===== src/rtl/vga_timing_gen.sv =====
// VGA timing generator: pixel-tick divider, h/v sweep with run/halt on frame
// boundaries, and registered colour, syncs and line/frame markers.
module vga_timing_gen #(
    parameter int H_DISPLAY   = 640,
    parameter int H_FRONT     = 16,
    parameter int H_SYNC      = 96,
    parameter int H_BACK      = 48,
    parameter int V_DISPLAY   = 480,
    parameter int V_FRONT     = 10,
    parameter int V_SYNC      = 2,
    parameter int V_BACK      = 29,
    parameter bit H_SYNC_POL  = 1'b0,
    parameter bit V_SYNC_POL  = 1'b0,
    parameter int CLK_DIV     = 2,
    parameter int COLOR_WIDTH = 3,
    parameter int CNT_WIDTH   = 10
) (
    input  logic                   clk,
    input  logic                   rst,
    input  logic                   run,
    input  logic [COLOR_WIDTH-1:0] pixelIn,
    output logic [CNT_WIDTH-1:0]   pixelX,
    output logic [CNT_WIDTH-1:0]   pixelY,
    output logic                   pixelReq,
    output logic [COLOR_WIDTH-1:0] color,
    output logic                   hSync,
    output logic                   vSync,
    output logic                   frameStart,
    output logic                   lineStart
);

    localparam int H_TOTAL = H_DISPLAY + H_FRONT + H_SYNC + H_BACK;
    localparam int V_TOTAL = V_DISPLAY + V_FRONT + V_SYNC + V_BACK;
    localparam int DIV_W   = (CLK_DIV > 1) ? $clog2(CLK_DIV) : 1;

    localparam logic [DIV_W-1:0]     DIV_MAX = DIV_W'(CLK_DIV - 1);
    localparam logic [CNT_WIDTH-1:0] H_LAST  = CNT_WIDTH'(H_TOTAL - 1);
    localparam logic [CNT_WIDTH-1:0] V_LAST  = CNT_WIDTH'(V_TOTAL - 1);
    localparam logic [CNT_WIDTH-1:0] H_VIS   = CNT_WIDTH'(H_DISPLAY);
    localparam logic [CNT_WIDTH-1:0] V_VIS   = CNT_WIDTH'(V_DISPLAY);
    localparam logic [CNT_WIDTH-1:0] H_SS    = CNT_WIDTH'(H_DISPLAY + H_FRONT);
    localparam logic [CNT_WIDTH-1:0] H_SE    = CNT_WIDTH'(H_DISPLAY + H_FRONT + H_SYNC);
    localparam logic [CNT_WIDTH-1:0] V_SS    = CNT_WIDTH'(V_DISPLAY + V_FRONT);
    localparam logic [CNT_WIDTH-1:0] V_SE    = CNT_WIDTH'(V_DISPLAY + V_FRONT + V_SYNC);

    typedef enum logic {IDLE, ACTIVE} state_t;

    state_t                 state_q, state_d;
    logic [DIV_W-1:0]       div_q, div_d;
    logic [CNT_WIDTH-1:0]   hc_q, hc_d, vc_q, vc_d;
    logic [COLOR_WIDTH-1:0] color_q, color_d;
    logic                   hs_q, hs_d, vs_q, vs_d;
    logic                   fs_q, fs_d, ls_q, ls_d;
    logic                   tick, active, h_win, v_win;

    assign tick     = (div_q == DIV_MAX);
    assign active   = (state_q == ACTIVE);
    assign pixelReq = active && (hc_q < H_VIS) && (vc_q < V_VIS);
    assign h_win    = active && (hc_q >= H_SS) && (hc_q < H_SE);
    assign v_win    = active && (vc_q >= V_SS) && (vc_q < V_SE);

    always_comb begin
        div_d   = tick ? '0 : div_q + 1'b1;
        state_d = state_q;
        hc_d    = hc_q;
        vc_d    = vc_q;
        if (tick) begin
            unique case (state_q)
                IDLE: begin
                    hc_d = '0;
                    vc_d = '0;
                    if (run) state_d = ACTIVE;
                end
                ACTIVE: begin
                    if (hc_q == H_LAST) begin
                        hc_d = '0;
                        // run only matters on the last pixel of a frame
                        if (vc_q == V_LAST) begin
                            vc_d = '0;
                            if (!run) state_d = IDLE;
                        end else begin
                            vc_d = vc_q + 1'b1;
                        end
                    end else begin
                        hc_d = hc_q + 1'b1;
                    end
                end
                default: state_d = IDLE;
            endcase
        end
    end

    always_comb begin
        color_d = color_q;
        hs_d    = hs_q;
        vs_d    = vs_q;
        if (tick) begin
            color_d = pixelReq ? pixelIn : '0;
            hs_d    = h_win ? H_SYNC_POL : ~H_SYNC_POL;
            vs_d    = v_win ? V_SYNC_POL : ~V_SYNC_POL;
        end
        ls_d = tick && active && (hc_q == '0);
        fs_d = ls_d && (vc_q == '0);
    end

    always_ff @(posedge clk or negedge rst) begin
        if (!rst) begin
            state_q <= IDLE;
            div_q   <= '0;
            hc_q    <= '0;
            vc_q    <= '0;
            color_q <= '0;
            hs_q    <= ~H_SYNC_POL;
            vs_q    <= ~V_SYNC_POL;
            fs_q    <= 1'b0;
            ls_q    <= 1'b0;
        end else begin
            state_q <= state_d;
            div_q   <= div_d;
            hc_q    <= hc_d;
            vc_q    <= vc_d;
            color_q <= color_d;
            hs_q    <= hs_d;
            vs_q    <= vs_d;
            fs_q    <= fs_d;
            ls_q    <= ls_d;
        end
    end

    assign pixelX     = hc_q;
    assign pixelY     = vc_q;
    assign color      = color_q;
    assign hSync      = hs_q;
    assign vSync      = vs_q;
    assign frameStart = fs_q;
    assign lineStart  = ls_q;

endmodule


===== config.mk =====
export PLATFORM = sky130hd
export DESIGN_NAME = vga_timing_gen
export DESIGN_NICKNAME = d
export VERILOG_FILES = /design/src/rtl/vga_timing_gen.sv
export SDC_FILE = /design/constraint.sdc
export NUM_CORES = 1
export LEC_CHECK = 0
export ABC_AREA = 1
export BUFFER_PORTS_ARGS = -buffer_cell sky130_fd_sc_hd__buf_2
export CAP_MARGIN = 40
export CELL_PAD_IN_SITES_DETAIL_PLACEMENT = 0
export CELL_PAD_IN_SITES_GLOBAL_PLACEMENT = 1
export CORE_UTILIZATION = 40
export DETAILED_ROUTE_END_ITERATION = 16
export GPL_TIMING_DRIVEN = 1
export PLACE_DENSITY_LB_ADDON = 0.1
export SLEW_MARGIN = 20
export SYNTH_ARGS = -nofsm -noshare
export SYNTH_HDL_FRONTEND = slang
export SYNTH_SLANG_ARGS = --single-unit

===== constraint.sdc =====
create_clock -name clk -period 2.6 [get_ports clk]
set_clock_uncertainty 0.15 [all_clocks]
set_input_delay 0.39 -clock clk [delete_from_list [all_inputs] [get_ports clk]]
set_output_delay 0.39 -clock clk [all_outputs]
set_load 0.005 [all_outputs]

==> metrics.md, run 1 <==
| Metric | Value |
|---|---|
| DIE AREA | 0.004358 mm2 |
| Reg2Reg Setup Slack | 0.82 ns |
| Gr usage total | 0.1989 |
| Worst Setup End Kind | output pin |
| Antenna Violating Nets Remaining | 0 |
| Initial antenna violation count | 0 |
| Crit Path Max Fanout | 12 |
| Vias | 1420 |
| Starting DRC count in detailed routing | 79 |
| LEAKAGE | 1.039 nW |
| DP Area | 0.001833 mm2 |
| FP Rows | 22 |
| Violated checks | negative hold slack |
| Synth Instances | 216 |
| # Post-CTS Setup Buffers | 0 |
| Worst-case clock buffer depth | 2 |
| Tcrit/Tclk final | 0.8025 |
| Global route overflow | 0 |
| Final #Nets | 261 |
| Final-report hold violation count | 23 |
| IO buf count | 33 |
| Layout Utilization | 0.5036 |
| Final worst slack | 0.5135 ns |
| Post-Layout Cell Count | 300 |
| Synth top area cells | dfrtp_1 41%, nand2_1 13%, nor2_1 6.9%, inv_1 6.4%, nand3_1 5.2% |
| Ys Warns | 0 |
| Post-route DRC | 0 |
| Global-route wire length before repair | 6.306 mm |
| Die extent in x | 66.02 um |
| Min Hold Slack | -0.01041 ns |
| CTS Sinks | 29 |
| Detailed Place HPWL | 2.737 mm |
| Pwr dens | 435.7 mW/mm2 |
| Final Instance Area | 0.001913 mm2 |
| Comb pwr share | 0.021 |
| Cell taking the most area after synthesis | dfrtp_1 |
| Root Buffer | clkbuf_8 |
| Share of layout cells above drive strength 1 | 0.1944 |
| Count of cell types in the netlist | 27 |
| Hold Path Class | input port to asynchronous set/reset pin |
| Switch share | 0.2214 |
| Fin crit period | 2.086 ns |
| Setup WS pre-CTS | 0.7979 ns |
| Int Power | 0.6490 mW |
| Total power | 0.8335 mW |
| Post-Syn Area per Cell | 7.588 um2 |
| GPL Wtd Cong | 0.8608 |
| Type of origin of the critical path | register |
| CTS Hold Bufs | 0 |
| Reg2reg path depth | 7 |
| Rel. slew slack | 0.5468 |
| Num CTS Buffers | 5 |
| FMAX | 479.3 MHz |
| R2r startpoint | pixelX[1]$_DFFE_PN0P_ |
| Synthesis-to-layout area growth | 16.72% |
| Status | finished with violations |
| Net count after synthesis | 226 |
| Flop pwr share | 0.546 |
| Clk pwr share | 0.433 |
| I/O Pins | 34 |
| Pins over their slew limit | 0 |
| Synth Register Bits | 29 |
| DRT Pass-1 Iters | 4 |
| Required time of the critical path | 2.06 ns |
| Post-synthesis sequential area ratio | 0.4443 |
| Peak supply drop | 227.4 uV |
| Initial core utilization | 0.4315 |
| Die Height | 66.02 um |
| Max Cap Viol | 0 |
| RSZ-0062 raised after global routing | false |
| WL/cell | 12.64 um |
| WL final | 3.793 mm |
| Cell total after placement | 292 |
| Clk slew on worst S/H paths | 0.06 ns |
| Crit Path Class | register to output pin |
| H-tree levels | 2 |
| CTS tree | built |
| Number of diodes | 0 |
| Number of global-route vias before repair | 1276 |
| Reg-to-Reg End | pixelY[5]$_DFFE_PN0P_ |
| Synth top area share | 0.4122 |
| Worst skew pair latency | 0.28 ns |
| Post-Syn Area | 0.001639 mm2 |
| Core area | 0.003799 mm2 |
| Final Setup Violations | 0 |
| Largest net degree at the start of global routing | 30 |
| Post-cts sizing count | 0 |
| Setup total negative slack | 0 ns |
| CP arrival | 1.55 ns |
| Net Switching | 0.1845 mW |
| Slew at the pin closest to its max-slew limit | 0.6798 ns |
| Via/cell ratio | 4.733 |
## worst max-delay path, cell delays in order, from the launching register on
cell and delay (ns):
dfrtp_1 0.65, nand2_1 0.10, inv_1 0.09, o2111ai_1 0.20
inv_1 0.10, buf_2 0.11
## layout by cell type (no fill, tap or decap)
| master | n |
|---|---|
| nor3b_1 | 2 |
| nor4_1 | 1 |
| inv_1 | 28 |
| nand2_1 | 58 |
| nor2_2 | 2 |
| inv_2 | 1 |
| o21ai_0 | 13 |
| ha_1 | 4 |
| nand3_1 | 17 |
| a21oi_4 | 1 |
| nand4_1 | 6 |
| o2111ai_1 | 1 |
| nor3_1 | 2 |
| o21ai_1 | 1 |
| or2_2 | 1 |
| nand2_2 | 1 |
| xor2_1 | 9 |
| nor3_2 | 1 |
| buf_2 | 33 |
| nor2_1 | 30 |
| dfstp_2 | 2 |
| clkinv_1 | 1 |
| clkbuf_1 | 3 |
| nor2_4 | 1 |
| clkbuf_8 | 5 |
| dfrtp_1 | 27 |
| nand4_2 | 1 |
## state kept, by name (all words and copies together) (netlist names)
name        cells
pixelX         10
pixelY         10
color           3
active          1
div_q           1
frameStart      1
hSync           1
lineStart       1
vSync           1
## layout make-up
class                      instances  area (um2)
sequential                        29       728.2
tap                               48       60.06
fill                             400        1886
clock buffer                       8       80.08
inverter                          30       112.6
multi-input combinational        152       767.0
timing repair buffer              33       165.2
## synthesized netlist by cell type, drive strengths merged
master and n:
nand2 59, nor2 33, inv 29, dfrtp 27
nand3 17, o21ai 14, xor2 9, nand4 7
buf 4, ha 4, nor3 3, dfstp 2
nor3b 2, a21oi 1, clkbuf 1, clkinv 1
nor4 1, o2111ai 1, or2 1
## routing by layer
| layer | up-vias | GRT usage | part of all wire |
|---|---|---|---|
| met5 | - | 0 | 0 |
| met4 | 0 | 0.08777 | 0.017 |
| met3 | 5 | 0.05172 | 0.047 |
| met2 | 40 | 0.2640 | 0.39 |
| met1 | 629 | 0.2963 | 0.55 |
| li1 | 746 | - | - |
## power groups by stage
stage	Combinational [mW]	Clock, mW	Sequential (mW)
final	0.0172	0.361	0.455
after global routing	0.0205	0.390	0.455
after CTS	0.0184	0.375	0.455
after detailed placement	0.0184	0	0.463
after global placement	0.0179	0	0.463
after floorplan	0.00213	0	0.464
## how the worst max path moves through the flow
stage	cells past startpoint	endpoint	start
2_1_floorplan	8	pixelY[1]$_DFFE_PN0P_	pixelX[0]$_DFFE_PN0P_
3_3_place_gp	5	pixelReq	active$_DFFE_PN0P_
3_5_place_dp	7	pixelY[5]$_DFFE_PN0P_	pixelX[0]$_DFFE_PN0P_
4_1_cts	5	pixelReq	active$_DFFE_PN0P_
5_1_grt	5	pixelReq	active$_DFFE_PN0P_
6_report	5	pixelReq	active$_DFFE_PN0P_
## cells by family (layout without fill, tap and decap cells)
group / Yosys count / count (layout) / share of synthesized area
flops: 29 / 29 / 0.4443
compound gates: 16 / 16 / 0.05801
fa+ha+maj: 4 / 4 / 0.03054
simple gates: 123 / 123 / 0.3313
buf+inv: 35 / 71 / 0.08778
xor+xnor: 9 / 9 / 0.04809
Power figures use the tool's default switching activity.
==> inputs of run 2 (changes only) <==
--- a/config.mk
+++ b/config.mk
@@ -10,7 +10,7 @@
 export CAP_MARGIN = 40
 export CELL_PAD_IN_SITES_DETAIL_PLACEMENT = 0
 export CELL_PAD_IN_SITES_GLOBAL_PLACEMENT = 1
-export CORE_UTILIZATION = 40
+export CORE_UTILIZATION = 35
 export DETAILED_ROUTE_END_ITERATION = 16
 export GPL_TIMING_DRIVEN = 1
 export PLACE_DENSITY_LB_ADDON = 0.1
==> constraint.sdc (replaced) <==
create_clock -name clk -period 1.8 [get_ports clk]
set_clock_uncertainty 0.15 [all_clocks]
set_input_delay 0.27 -clock clk [delete_from_list [all_inputs] [get_ports clk]]
set_output_delay 0.27 -clock clk [all_outputs]
set_load 0.005 [all_outputs]
==> metrics.md, run 2 (same netlist as run 1, synthesis figures left out) <==
| Metric | Value |
|---|---|
| Fin crit period | 1.697 ns |
| Type of origin of the critical path | register |
| Worst skew pair latency | 0.28 ns |
| Clk slew on worst S/H paths | 0.06 ns |
| Die Height | 70.43 um |
| Final Setup Violations | 0 |
| Total power | 1.278 mW |
| Synthesis-to-layout area growth | 26.41% |
| Crit Path Class | register to output pin |
| DP Area | 0.001928 mm2 |
| Peak supply drop | 358.7 uV |
| Required time of the critical path | 1.38 ns |
| GPL Wtd Cong | 0.7604 |
| Most frequent cells in the layout | 57 x nand2_1, 33 x buf_2, 30 x nor2_1, 27 x inv_1, 26 x dfrtp_1 |
| Global route overflow | 0 |
| Largest net degree at the start of global routing | 30 |
| Max Cap Viol | 0 |
| Final #Nets | 277 |
| LEAKAGE | 1.139 nW |
| Share of layout cells above drive strength 1 | 0.2649 |
| RSZ-0062 raised after global routing | false |
| Global-route wire length before repair | 6.541 mm |
| Worst Setup End Kind | output pin |
| Core area | 0.004414 mm2 |
| FP Rows | 24 |
| Setup total negative slack | 0 ns |
| Pwr dens | 617.0 mW/mm2 |
| Worst-case clock buffer depth | 2 |
| FMAX | 589.3 MHz |
| Final Instance Area | 0.002072 mm2 |
| Fill cell count | 481 |
| H-tree levels | 2 |
| Number of diodes | 0 |
| Num CTS Buffers | 5 |
| CP arrival | 1.28 ns |
| I/O Pins | 34 |
| CTS Sinks | 29 |
| WL/cell | 12.33 um |
| Starting DRC count in detailed routing | 97 |
| IO buf count | 33 |
| Slew at the pin closest to its max-slew limit | 0.6481 ns |
| Die extent in x | 70.43 um |
| Gr usage total | 0.1718 |
| Setup WS pre-CTS | 0.04412 ns |
| Final-report hold violation count | 0 |
| Pins over their slew limit | 0 |
| Vias | 1476 |
| Hold Path Class | input port to register |
| Final worst slack | 0.1031 ns |
| Initial core utilization | 0.3713 |
| Number of global-route vias before repair | 1290 |
| Antenna Violating Nets Remaining | 0 |
| WL final | 3.946 mm |
| Initial antenna violation count | 0 |
| Tcrit/Tclk final | 0.9427 |
| Rel. slew slack | 0.5679 |
| Post-route DRC | 0 |
| CTS tree | built |
| Crit Path Max Fanout | 6 |
| Commonest non-fill, non-tap cell in the layout | nand2_1 |
| Via/cell ratio | 4.613 |
| Status | finished clean |
| DIE AREA | 0.004960 mm2 |
| Detailed Place HPWL | 2.942 mm |
| Root Buffer | clkbuf_8 |
| DRT Pass-1 Iters | 4 |
## run 2: changes by cell type in the layout (fill, tap and decap cells not counted), sizes merged
cell / change
dlygate4sd3: +1
clkbuf: -1
buf: +15
clkinv: +1
## run 2: stage by stage
| stage | utilization | instances | hold slack (ns) |
|---|---|---|---|
| final | 0.4694 | 320 | 0.08067 |
| after global routing | 0.4694 | 320 | 0.08343 |
| after CTS | 0.4620 | 317 | 0.06565 |
| after detailed placement | 0.4368 | 308 | 0.1957 |
| after global placement | 0.4368 | 308 | 0.1970 |
| after floorplan | - | 216 | -0.1756 |
## run 2: path summary, 6_finish.rpt
| kind | start | to | slack [ns] | cells after the start |
|---|---|---|---|---|
| max | pixelY[7]$_DFFE_PN0P_ | pixelReq | 0.10 | 4 |
| min | run | active$_DFFE_PN0P_ | 0.08 | 3 |
| max reg2reg | pixelX[0]$_DFFE_PN0P_ | pixelY[2]$_DFFE_PN0P_ | 0.16 | 8 |
| min reg2reg | color[0]$_DFFE_PN0P_ | color[0]$_DFFE_PN0P_ | 0.33 | 2 |
| max in group asynchronous | rst | pixelY[0]$_DFFE_PN0P_ | 0.64 | 2 |
| min in group asynchronous | rst | pixelY[4]$_DFFE_PN0P_ | 0.40 | 2 |
## run 2: where the power goes
| part | internal [mW] | total (mW) | switching, mW |
|---|---|---|---|
| Combinational | 0.00907 | 0.0258 | 0.0167 |
| Clock | 0.345 | 0.595 | 0.250 |
| Sequential | 0.655 | 0.657 | 0.00177 |
## run 2: cell type report
class	count	area [um2]	share of cell area
Clock buffer	7	96.34	0.04650
Multi-Input combinational cell	152	775.7	0.3744
Tap cell	52	65.06	0.03140
Clock inverter	1	5.005	0.002415
Inverter	30	112.6	0.05435
Timing Repair Buffer	49	287.8	0.1389
Sequential cell	29	729.5	0.3521
## run 2: worst max-delay path: stages, from the launching register on
cell       delay (ns)
dfrtp_1          0.45
nand2_1          0.12
o2111ai_2        0.24
inv_1            0.06
buf_2            0.12
## run 2: layer usage
metal,track usage,routed length (um)
met4,0.04667,50
met1,0.2666,2109
met2,0.2317,1605
met3,0.04329,182
met5,0,0
## run 2: what timing repair did
item / in CTS / in global routing
hold endpoints to repair: 27 / 0
setup buffers: 0 / 3
endpoints found under the setup margin: 0 / 10
hold buffers: 1 / 0
gates resized for setup: 0 / 4
